`src/rtl/vga_rx_pkg.sv`:
```
// ----------------------------------------------------------------------------
// vga_rx_pkg
// Shared definitions for the VGA loopback receiver (vga_rx_monitor).
//   - default 640x480@60 timing constants
//   - counter width (coordinates, hcnt/vcnt) and statistics width
//   - FSM state type and encodings (HUNT=0, ALIGN=1, LOCKED=2)
//   - saturating increment helpers for counters and statistics
// ----------------------------------------------------------------------------
package vga_rx_pkg;

    localparam int CNT_W  = 10;
    localparam int STAT_W = 16;

    localparam int DEF_H_TOTAL  = 800;
    localparam int DEF_H_START  = 144;
    localparam int DEF_H_ACTIVE = 640;
    localparam int DEF_V_TOTAL  = 525;
    localparam int DEF_V_START  = 35;
    localparam int DEF_V_ACTIVE = 480;

    typedef logic [1:0] rx_state_t;

    localparam rx_state_t ST_HUNT   = 2'd0;
    localparam rx_state_t ST_ALIGN  = 2'd1;
    localparam rx_state_t ST_LOCKED = 2'd2;

    // Position counters stick at their maximum instead of wrapping, so a
    // missing sync edge can never alias back into a valid-looking count.
    function automatic logic [CNT_W-1:0] cnt_inc_sat(input logic [CNT_W-1:0] v);
        return (v == '1) ? v : v + CNT_W'(1);
    endfunction

    function automatic logic [STAT_W-1:0] stat_inc_sat(input logic [STAT_W-1:0] v);
        return (v == '1) ? v : v + STAT_W'(1);
    endfunction

endpackage

```
`src/rtl/vga_rx_edge.sv`:
```
// ----------------------------------------------------------------------------
// vga_rx_edge
// Polarity correction and leading-edge detection for one sync input.
// The previous-value register only advances on pix_ce, so the edge is
// defined between consecutive pixel samples, not board_clk cycles.
//
// Ports:
//   board_clk  in   system clock
//   Reset      in   asynchronous, active-high reset
//   pix_ce     in   pixel sample enable
//   sync_in    in   raw sync pin value
//   lead       out  leading edge of the asserted sync, valid on pix_ce cycles
// Parameters:
//   ACTIVE_LOW 1 = sync asserted low
// ----------------------------------------------------------------------------
module vga_rx_edge
    import vga_rx_pkg::*;
#(
    parameter logic ACTIVE_LOW = 1'b1
) (
    input  logic board_clk,
    input  logic Reset,
    input  logic pix_ce,
    input  logic sync_in,
    output logic lead
);

    logic act;
    logic prev;

    assign act = ACTIVE_LOW ? ~sync_in : sync_in;

    always_ff @(posedge board_clk or posedge Reset) begin
        if (Reset) begin
            prev <= 1'b0;
        end else if (pix_ce) begin
            prev <= act;
        end
    end

    // Qualified with pix_ce so the pulse can be consumed without re-gating.
    assign lead = pix_ce & act & ~prev;

endmodule

```
`src/rtl/vga_rx_monitor.sv`:
```
// ----------------------------------------------------------------------------
// vga_rx_monitor
// Loopback receiver for the game's VGA output. Recovers pixel coordinates
// from the h/v syncs, verifies line and frame timing, and reports per-frame
// red and red&green (bird/pipe overlap) pixel counts.
//
// Build option:
//   VGA_RX_COLOR_STATS_EN  defined   -> colour accumulators are built and
//                                       red_cnt/overlap_cnt are reported
//                          undefined -> no accumulators, red_cnt and
//                                       overlap_cnt are tied to 0
//
// Ports:
//   board_clk    in   system clock
//   Reset        in   asynchronous, active-high reset
//   pix_ce       in   pixel sample enable (one cycle per pixel)
//   vga_h_sync   in   horizontal sync
//   vga_v_sync   in   vertical sync
//   vga_r/g/b    in   1-bit pixel colour
//   rx_x, rx_y   out  active-area column/row of the last sample (0 if idle)
//   rx_active    out  last sample was inside the active area while locked
//   locked       out  timing verified
//   frame_done   out  one-cycle pulse per completed locked frame
//   red_cnt      out  red pixels in the last completed frame
//   overlap_cnt  out  red&green pixels in the last completed frame
//   err_cnt      out  timing errors seen while locked, saturating at 255
// ----------------------------------------------------------------------------
module vga_rx_monitor
    import vga_rx_pkg::*;
#(
    parameter int H_TOTAL         = DEF_H_TOTAL,
    parameter int H_START         = DEF_H_START,
    parameter int H_ACTIVE        = DEF_H_ACTIVE,
    parameter int V_TOTAL         = DEF_V_TOTAL,
    parameter int V_START         = DEF_V_START,
    parameter int V_ACTIVE        = DEF_V_ACTIVE,
    parameter int SYNC_ACTIVE_LOW = 1
) (
    input  logic                board_clk,
    input  logic                Reset,
    input  logic                pix_ce,
    input  logic                vga_h_sync,
    input  logic                vga_v_sync,
    input  logic                vga_r,
    input  logic                vga_g,
    input  logic                vga_b,
    output logic [CNT_W-1:0]    rx_x,
    output logic [CNT_W-1:0]    rx_y,
    output logic                rx_active,
    output logic                locked,
    output logic                frame_done,
    output logic [STAT_W-1:0]   red_cnt,
    output logic [STAT_W-1:0]   overlap_cnt,
    output logic [7:0]          err_cnt
);

    localparam int CW1 = CNT_W + 1;

    localparam logic [CNT_W-1:0] LINE_LAST = CNT_W'(H_TOTAL - 1);
    localparam logic [CNT_W:0]   FRAME_LINES = CW1'(V_TOTAL);
    localparam logic [CNT_W:0]   H_LO = CW1'(H_START);
    localparam logic [CNT_W:0]   H_HI = CW1'(H_START + H_ACTIVE);
    localparam logic [CNT_W:0]   V_LO = CW1'(V_START);
    localparam logic [CNT_W:0]   V_HI = CW1'(V_START + V_ACTIVE);
    localparam logic [CNT_W-1:0] X_OFF = CNT_W'(H_START);
    localparam logic [CNT_W-1:0] Y_OFF = CNT_W'(V_START);

    logic               h_lead;
    logic               v_lead;
    logic [CNT_W-1:0]   hcnt;
    logic [CNT_W-1:0]   vcnt;
    logic [CNT_W-1:0]   hcnt_n;
    logic [CNT_W-1:0]   vcnt_n;
    rx_state_t          state;
    rx_state_t          state_n;
    logic               mismatch;
    logic               mismatch_n;
    logic               line_fail;
    logic               frame_ok;
    logic [CNT_W:0]     frame_lines;
    logic               err_inc;
    logic               publish;
    logic               win_h;
    logic               win_v;
    logic               sample_active;

    vga_rx_edge #(
        .ACTIVE_LOW (SYNC_ACTIVE_LOW != 0)
    ) u_h_edge (
        .board_clk  (board_clk),
        .Reset      (Reset),
        .pix_ce     (pix_ce),
        .sync_in    (vga_h_sync),
        .lead       (h_lead)
    );

    vga_rx_edge #(
        .ACTIVE_LOW (SYNC_ACTIVE_LOW != 0)
    ) u_v_edge (
        .board_clk  (board_clk),
        .Reset      (Reset),
        .pix_ce     (pix_ce),
        .sync_in    (vga_v_sync),
        .lead       (v_lead)
    );

    // Coordinates of the sample being taken now. A v edge wins over a
    // coincident h edge so the first line of a frame is line 0.
    always_comb begin
        hcnt_n = h_lead ? '0 : cnt_inc_sat(hcnt);
        vcnt_n = vcnt;
        if (v_lead) begin
            vcnt_n = '0;
        end else if (h_lead) begin
            vcnt_n = cnt_inc_sat(vcnt);
        end
    end

    // Lines in the frame include an h edge landing on the closing v edge;
    // with aligned syncs that edge is the one that vcnt never counted.
    assign line_fail   = h_lead && (hcnt != LINE_LAST);
    assign frame_lines = {1'b0, vcnt} + {{CNT_W{1'b0}}, h_lead};
    assign frame_ok    = (frame_lines == FRAME_LINES);

    always_comb begin
        state_n    = state;
        mismatch_n = mismatch;
        err_inc    = 1'b0;
        publish    = 1'b0;
        case (state)
            ST_HUNT: begin
                if (v_lead) begin
                    state_n    = ST_ALIGN;
                    mismatch_n = 1'b0;
                end
            end
            ST_ALIGN: begin
                if (v_lead) begin
                    if (!mismatch && !line_fail && frame_ok) begin
                        state_n = ST_LOCKED;
                    end
                    mismatch_n = 1'b0;
                end else if (line_fail) begin
                    mismatch_n = 1'b1;
                end
            end
            ST_LOCKED: begin
                if (line_fail || (v_lead && !frame_ok)) begin
                    state_n = ST_HUNT;
                    err_inc = 1'b1;
                end else if (v_lead) begin
                    publish = 1'b1;
                end
            end
            default: begin
                state_n = ST_HUNT;
            end
        endcase
    end

    // The window is judged with the post-update state, so a sample that
    // breaks lock is already reported as inactive.
    assign win_h = ({1'b0, hcnt_n} >= H_LO) && ({1'b0, hcnt_n} < H_HI);
    assign win_v = ({1'b0, vcnt_n} >= V_LO) && ({1'b0, vcnt_n} < V_HI);
    assign sample_active = pix_ce && (state_n == ST_LOCKED) && win_h && win_v;

    always_ff @(posedge board_clk or posedge Reset) begin
        if (Reset) begin
            hcnt     <= '0;
            vcnt     <= '0;
            state    <= ST_HUNT;
            mismatch <= 1'b0;
        end else if (pix_ce) begin
            hcnt     <= hcnt_n;
            vcnt     <= vcnt_n;
            state    <= state_n;
            mismatch <= mismatch_n;
        end
    end

    // frame_done is cleared on every board_clk so that it stays a single
    // cycle even when pix_ce is sparse.
    always_ff @(posedge board_clk or posedge Reset) begin
        if (Reset) begin
            rx_x       <= '0;
            rx_y       <= '0;
            rx_active  <= 1'b0;
            locked     <= 1'b0;
            frame_done <= 1'b0;
            err_cnt    <= '0;
        end else begin
            frame_done <= publish;
            if (pix_ce) begin
                rx_active <= sample_active;
                rx_x      <= sample_active ? (hcnt_n - X_OFF) : '0;
                rx_y      <= sample_active ? (vcnt_n - Y_OFF) : '0;
                locked    <= (state_n == ST_LOCKED);
                if (err_inc && (err_cnt != 8'hFF)) begin
                    err_cnt <= err_cnt + 8'd1;
                end
            end
        end
    end

`ifdef VGA_RX_COLOR_STATS_EN

    logic [STAT_W-1:0] red_acc;
    logic [STAT_W-1:0] ovl_acc;
    logic              unused_blue;

    assign unused_blue = vga_b;

    // Every v edge starts a fresh frame; the sample taken on it is blanking
    // and is never counted. Totals are only published on a clean frame.
    always_ff @(posedge board_clk or posedge Reset) begin
        if (Reset) begin
            red_acc     <= '0;
            ovl_acc     <= '0;
            red_cnt     <= '0;
            overlap_cnt <= '0;
        end else if (pix_ce) begin
            if (v_lead) begin
                red_acc <= '0;
                ovl_acc <= '0;
                if (publish) begin
                    red_cnt     <= red_acc;
                    overlap_cnt <= ovl_acc;
                end
            end else if (sample_active) begin
                if (vga_r) begin
                    red_acc <= stat_inc_sat(red_acc);
                end
                if (vga_r && vga_g) begin
                    ovl_acc <= stat_inc_sat(ovl_acc);
                end
            end
        end
    end

`else

    logic unused_colour;

    assign unused_colour = vga_r ^ vga_g ^ vga_b;
    assign red_cnt       = '0;
    assign overlap_cnt   = '0;

`endif

endmodule

```
`config.mk`:
```
export PLATFORM = sky130hd
export DESIGN_NAME = vga_rx_monitor
export DESIGN_NICKNAME = d
export VERILOG_FILES = /design/src/rtl/vga_rx_pkg.sv /design/src/rtl/vga_rx_edge.sv /design/src/rtl/vga_rx_monitor.sv
export SDC_FILE = /design/constraint.sdc
export NUM_CORES = 1
export LEC_CHECK = 0
export BUFFER_PORTS_ARGS = -buffer_cell sky130_fd_sc_hd__buf_2
export CAP_MARGIN = 20
export CORE_MARGIN = 2
export CORE_UTILIZATION = 29
export DETAILED_ROUTE_END_ITERATION = 16
export PLACE_DENSITY = 0.5
export SLEW_MARGIN = 5
export SYNTH_ARGS = -nofsm -noshare
export SYNTH_HDL_FRONTEND = slang
export SYNTH_SLANG_ARGS = --single-unit
```
`constraint.sdc`:
```
create_clock -name board_clk -period 3.9 [get_ports board_clk]
set_clock_uncertainty 0.15 [all_clocks]
set_input_delay 0.195 -clock board_clk [delete_from_list [all_inputs] [get_ports board_clk]]
set_output_delay 0.195 -clock board_clk [all_outputs]
set_load 0.02 [all_outputs]
```
==> reports/summary.txt <==
Power Density: 409 nW/µm²
Worst Path Required: 3.93 ns
Worst-case clock buffer depth: 2
Number of synthesized flops with an enable pin: 0
Slew Viols, Final: 0
Synth async-reset ratio: 100%
Syn Std Cell Area: 3690 µm²
Post-synthesis adder-cell area fraction: 2.71%
HPWL Detailed: 6520 µm
Slowest-stage cell, CP: dlygate4sd3_1
Top-area cell type share of the netlist area: 38.0%
Min-delay worst type: in -> reg
Starting DRT DRC Count: 131
Total Routing Usage GR: 13.1%
N_diodes: 0
RSZ-0062 raised after global routing: false
Ys flop type: dfrtp_1
Iteration count of the initial detailed-routing pass: 4
Crit path top cell by count: buf_4
Min Tclk post-route: 3.72 ns
Clock transition at the registers of the reported paths: 0.07 ns
Initial core utilization: 29.5%
Critical Path Start Type: input pin
Xor/xnor share of the synthesized area: 4.51%
DRC Markers: 0
Total CTS buffers: 5
Synth Area per Inst: 9.32 µm²
Sequential area share after synthesis: 38.0%
Buffers & Inverters on Critical Path: 4
Number of fill cells in the layout: 1,351
Pre-CTS WS: 0.156 ns
Netlist cell types: 72
Critical path's largest stage delay: 0.54 ns
Sequential Area: 1400 µm²
Fmax: 268 MHz
Critical path depth in cells: 14
DRT Wirelength: 8800 µm
Min-Delay Path Depth: 3
Final Cycle Share: 95.5%
I/O Pins: 71
Synth cell count leaders: dfrtp_1 (56), buf_4 (34), nand2_1 (24), nor2_1 (22)
Area occupied by multi-input gates: 1990 µm²
Worst Path Arrival: 3.76 ns
Clk sinks: 56
Final setup viols: 0
Critical path class: in -> reg
Mux cell area share after synthesis: 2.41%
DP Area: 3950 µm²
Setup TNS: 0 ns
Routed vias: 3,020
Reg2reg setup slack: 0.25 ns
Simple-gate share of the synthesized area: 19.8%
R2R Path End: rx_x[4]
Routability cong.: 0.874
Initial antenna violation count: 0
Number of global-route vias before repair: 2,777
Crit-path cells: dlygate4sd3_1 -> buf_2 -> or3b_1 -> buf_4 -> a31o_2 -> xor2_1 -> nor2_1 -> ha_1 -> a211o_1 -> or4_4 -> and2_1 -> o211ai_4 -> buf_4 -> o2bb2ai_1
Finished layout cell area: 4180 µm²
H-Tree Depth: 2
Critical R2R Launch: hcnt[0]
Most common cell in the netlist: dfrtp_1
Remaining antenna violation count: 0
Largest delay share family, worst path: buffers and inverters
Proportion of layout cells with a drive suffix above 1: 20.0%
Final Util: 33.4%
CTS tree: done
Max_cap viols: 0
Synth top area cells: dfrtp_1 (38%), buf_4 (6.9%), o2bb2ai_1 (4.5%)
WL per Instance: 14.5 µm
Die Height: 117 µm
Num rows: 41
Area leader, netlist: dfrtp_1
Die area: 13,700 µm²
Slew HR: 56.2%
Fin worst setup slack: 0.175 ns
Final nets: 449
Core area: 12,500 µm²
Max VDD drop: 0.000181 V
Clock root cell: clkbuf_16
Worst-Margin Slew: 0.656 ns
Hold Path End: u_v_edge.prev
Port Buffers: 35
Min-delay src: pix_ce
Syn Inst Count: 396
YS warnings: 0
Yosys reg bits: 56
Largest net degree at the start of global routing: 31
Die Wd: 117 µm
Via-to-Cell Ratio: 4.98
GRT Residual Overflow: 0
Clock Latency Late Sink: 0.30 ns
Status: finished, final reports clean
Final Hold Fails: 0
R2r worst-path depth: 14
CP endpoint kind: flip-flop
Leakage: 1.90 nW
Largest family of logic cells by synthesized area: compound AO/OA/AOI/OAI gates
Synth Area in Compound Gates: 20.6%
First-pass GRT wire length: 14,100 µm
CP max FO: 16
Area grow syn2layout: 13.1%
==> logic make-up after synthesis <==
family	count (synthesis)
buffers and inverters	75
adder cells (fa/ha/maj)	8
other	1
AND/OR/NAND/NOR	128
AO/OA/AOI/OAI	102
flip-flops	56
multiplexers	7
XOR/XNOR	19
==> cells in the final DEF, fill, tap and decap left out, drive strengths merged, types with 3 or more instances in the layout <==
cell         count
xnor2           13
o21ai           20
nor4             3
inv             21
conb            32
a21oi           15
mux2             5
nor2b            3
buf             50
clkbuf           5
dlygate4sd3      3
o21a             3
xor2             6
ha               8
a21o             4
nand4           14
nand2b           4
a211o            3
nand3           17
nor3            11
o32ai            3
a211oi           4
a311oi           3
a31oi            9
and3             6
nor2            23
o2bb2ai         19
and2             5
nand2           24
and4             5
dfrtp           56
==> metal layers <==
metal	vias up	GRT usage [%]	routed length (µm)
met3	15	2.27	338
met4	0	4.63	160
li1	1450	-	-
met5	-	0	0
met2	80	21.1	4210
met1	1475	17.8	4090
==> worst register-to-register path, cell delays in order (launching register included) <==
cell       delay (ns)
dfrtp_1          0.48
ha_2             0.30
nand4_1          0.21
nor3_2           0.32
nor3_1           0.07
o21ai_0          0.23
buf_4            0.18
ha_1             0.15
o21ai_0          0.14
a21oi_1          0.18
nand4b_1         0.15
a311oi_2         0.45
o211ai_4         0.16
buf_4            0.21
o2bb2ai_1        0.17
==> through the flow <==
| step | power, mW | hold slack [ns] | std cells |
|---|---|---|---|
| after floorplan | 1.10 | 0.134 | 427 |
| after global placement | 1.19 | 0.164 | 594 |
| after detailed placement | 1.19 | 0.176 | 595 |
| after CTS | 1.72 | 0.225 | 606 |
| after global routing | 1.82 | 0.244 | 606 |
| final | 1.71 | 0.227 | 606 |
==> final cells by class <==
class	instances	share of cell area [%]
Clock buffer	5	3.00
Clock inverter	3	1.11
Inverter	21	1.89
Multi-Input combinational cell	296	47.8
Sequential cell	56	33.6
Tap cell	172	5.15
Timing Repair Buffer	53	7.55
==> registers in the layout (all words and copies together) (netlist names) <==
register       cells
state              2
rx_active          1
rx_y              10
hcnt              10
u_v_edge.prev      1
vcnt              10
err_cnt            8
mismatch           1
rx_x              10
locked             1
u_h_edge.prev      1
frame_done         1
==> where the power goes <==
group	switching (mW)	total, mW	leakage (nW)	internal [mW]
sequential	0.100	0.738	0.761	0.637
clock	0.217	0.523	0.0804	0.306
combinational	0.267	0.448	1.06	0.182
total	0.584	1.71	1.90	1.12
==> worst max path at each step <==
stage / start / to / slack, ns
finish: vga_h_sync / rx_x[4] / 0.18
floorplan: hcnt[0] / rx_y[5] / 0.40
global placement: hcnt[0] / rx_x[9] / 0.22
CTS: vga_h_sync / rx_x[4] / 0.12
global route: vga_h_sync / rx_x[1] / 0.02
detailed placement: hcnt[0] / rx_x[4] / 0.16
==> timing repair <==
item	CTS	global route
resized for setup	0	4
endpoints found under the hold margin	31	0
buffers inserted	0	0
setup endpoints to repair	0	20
hold buffers	3	0
(Power assumes the default switching activity.)
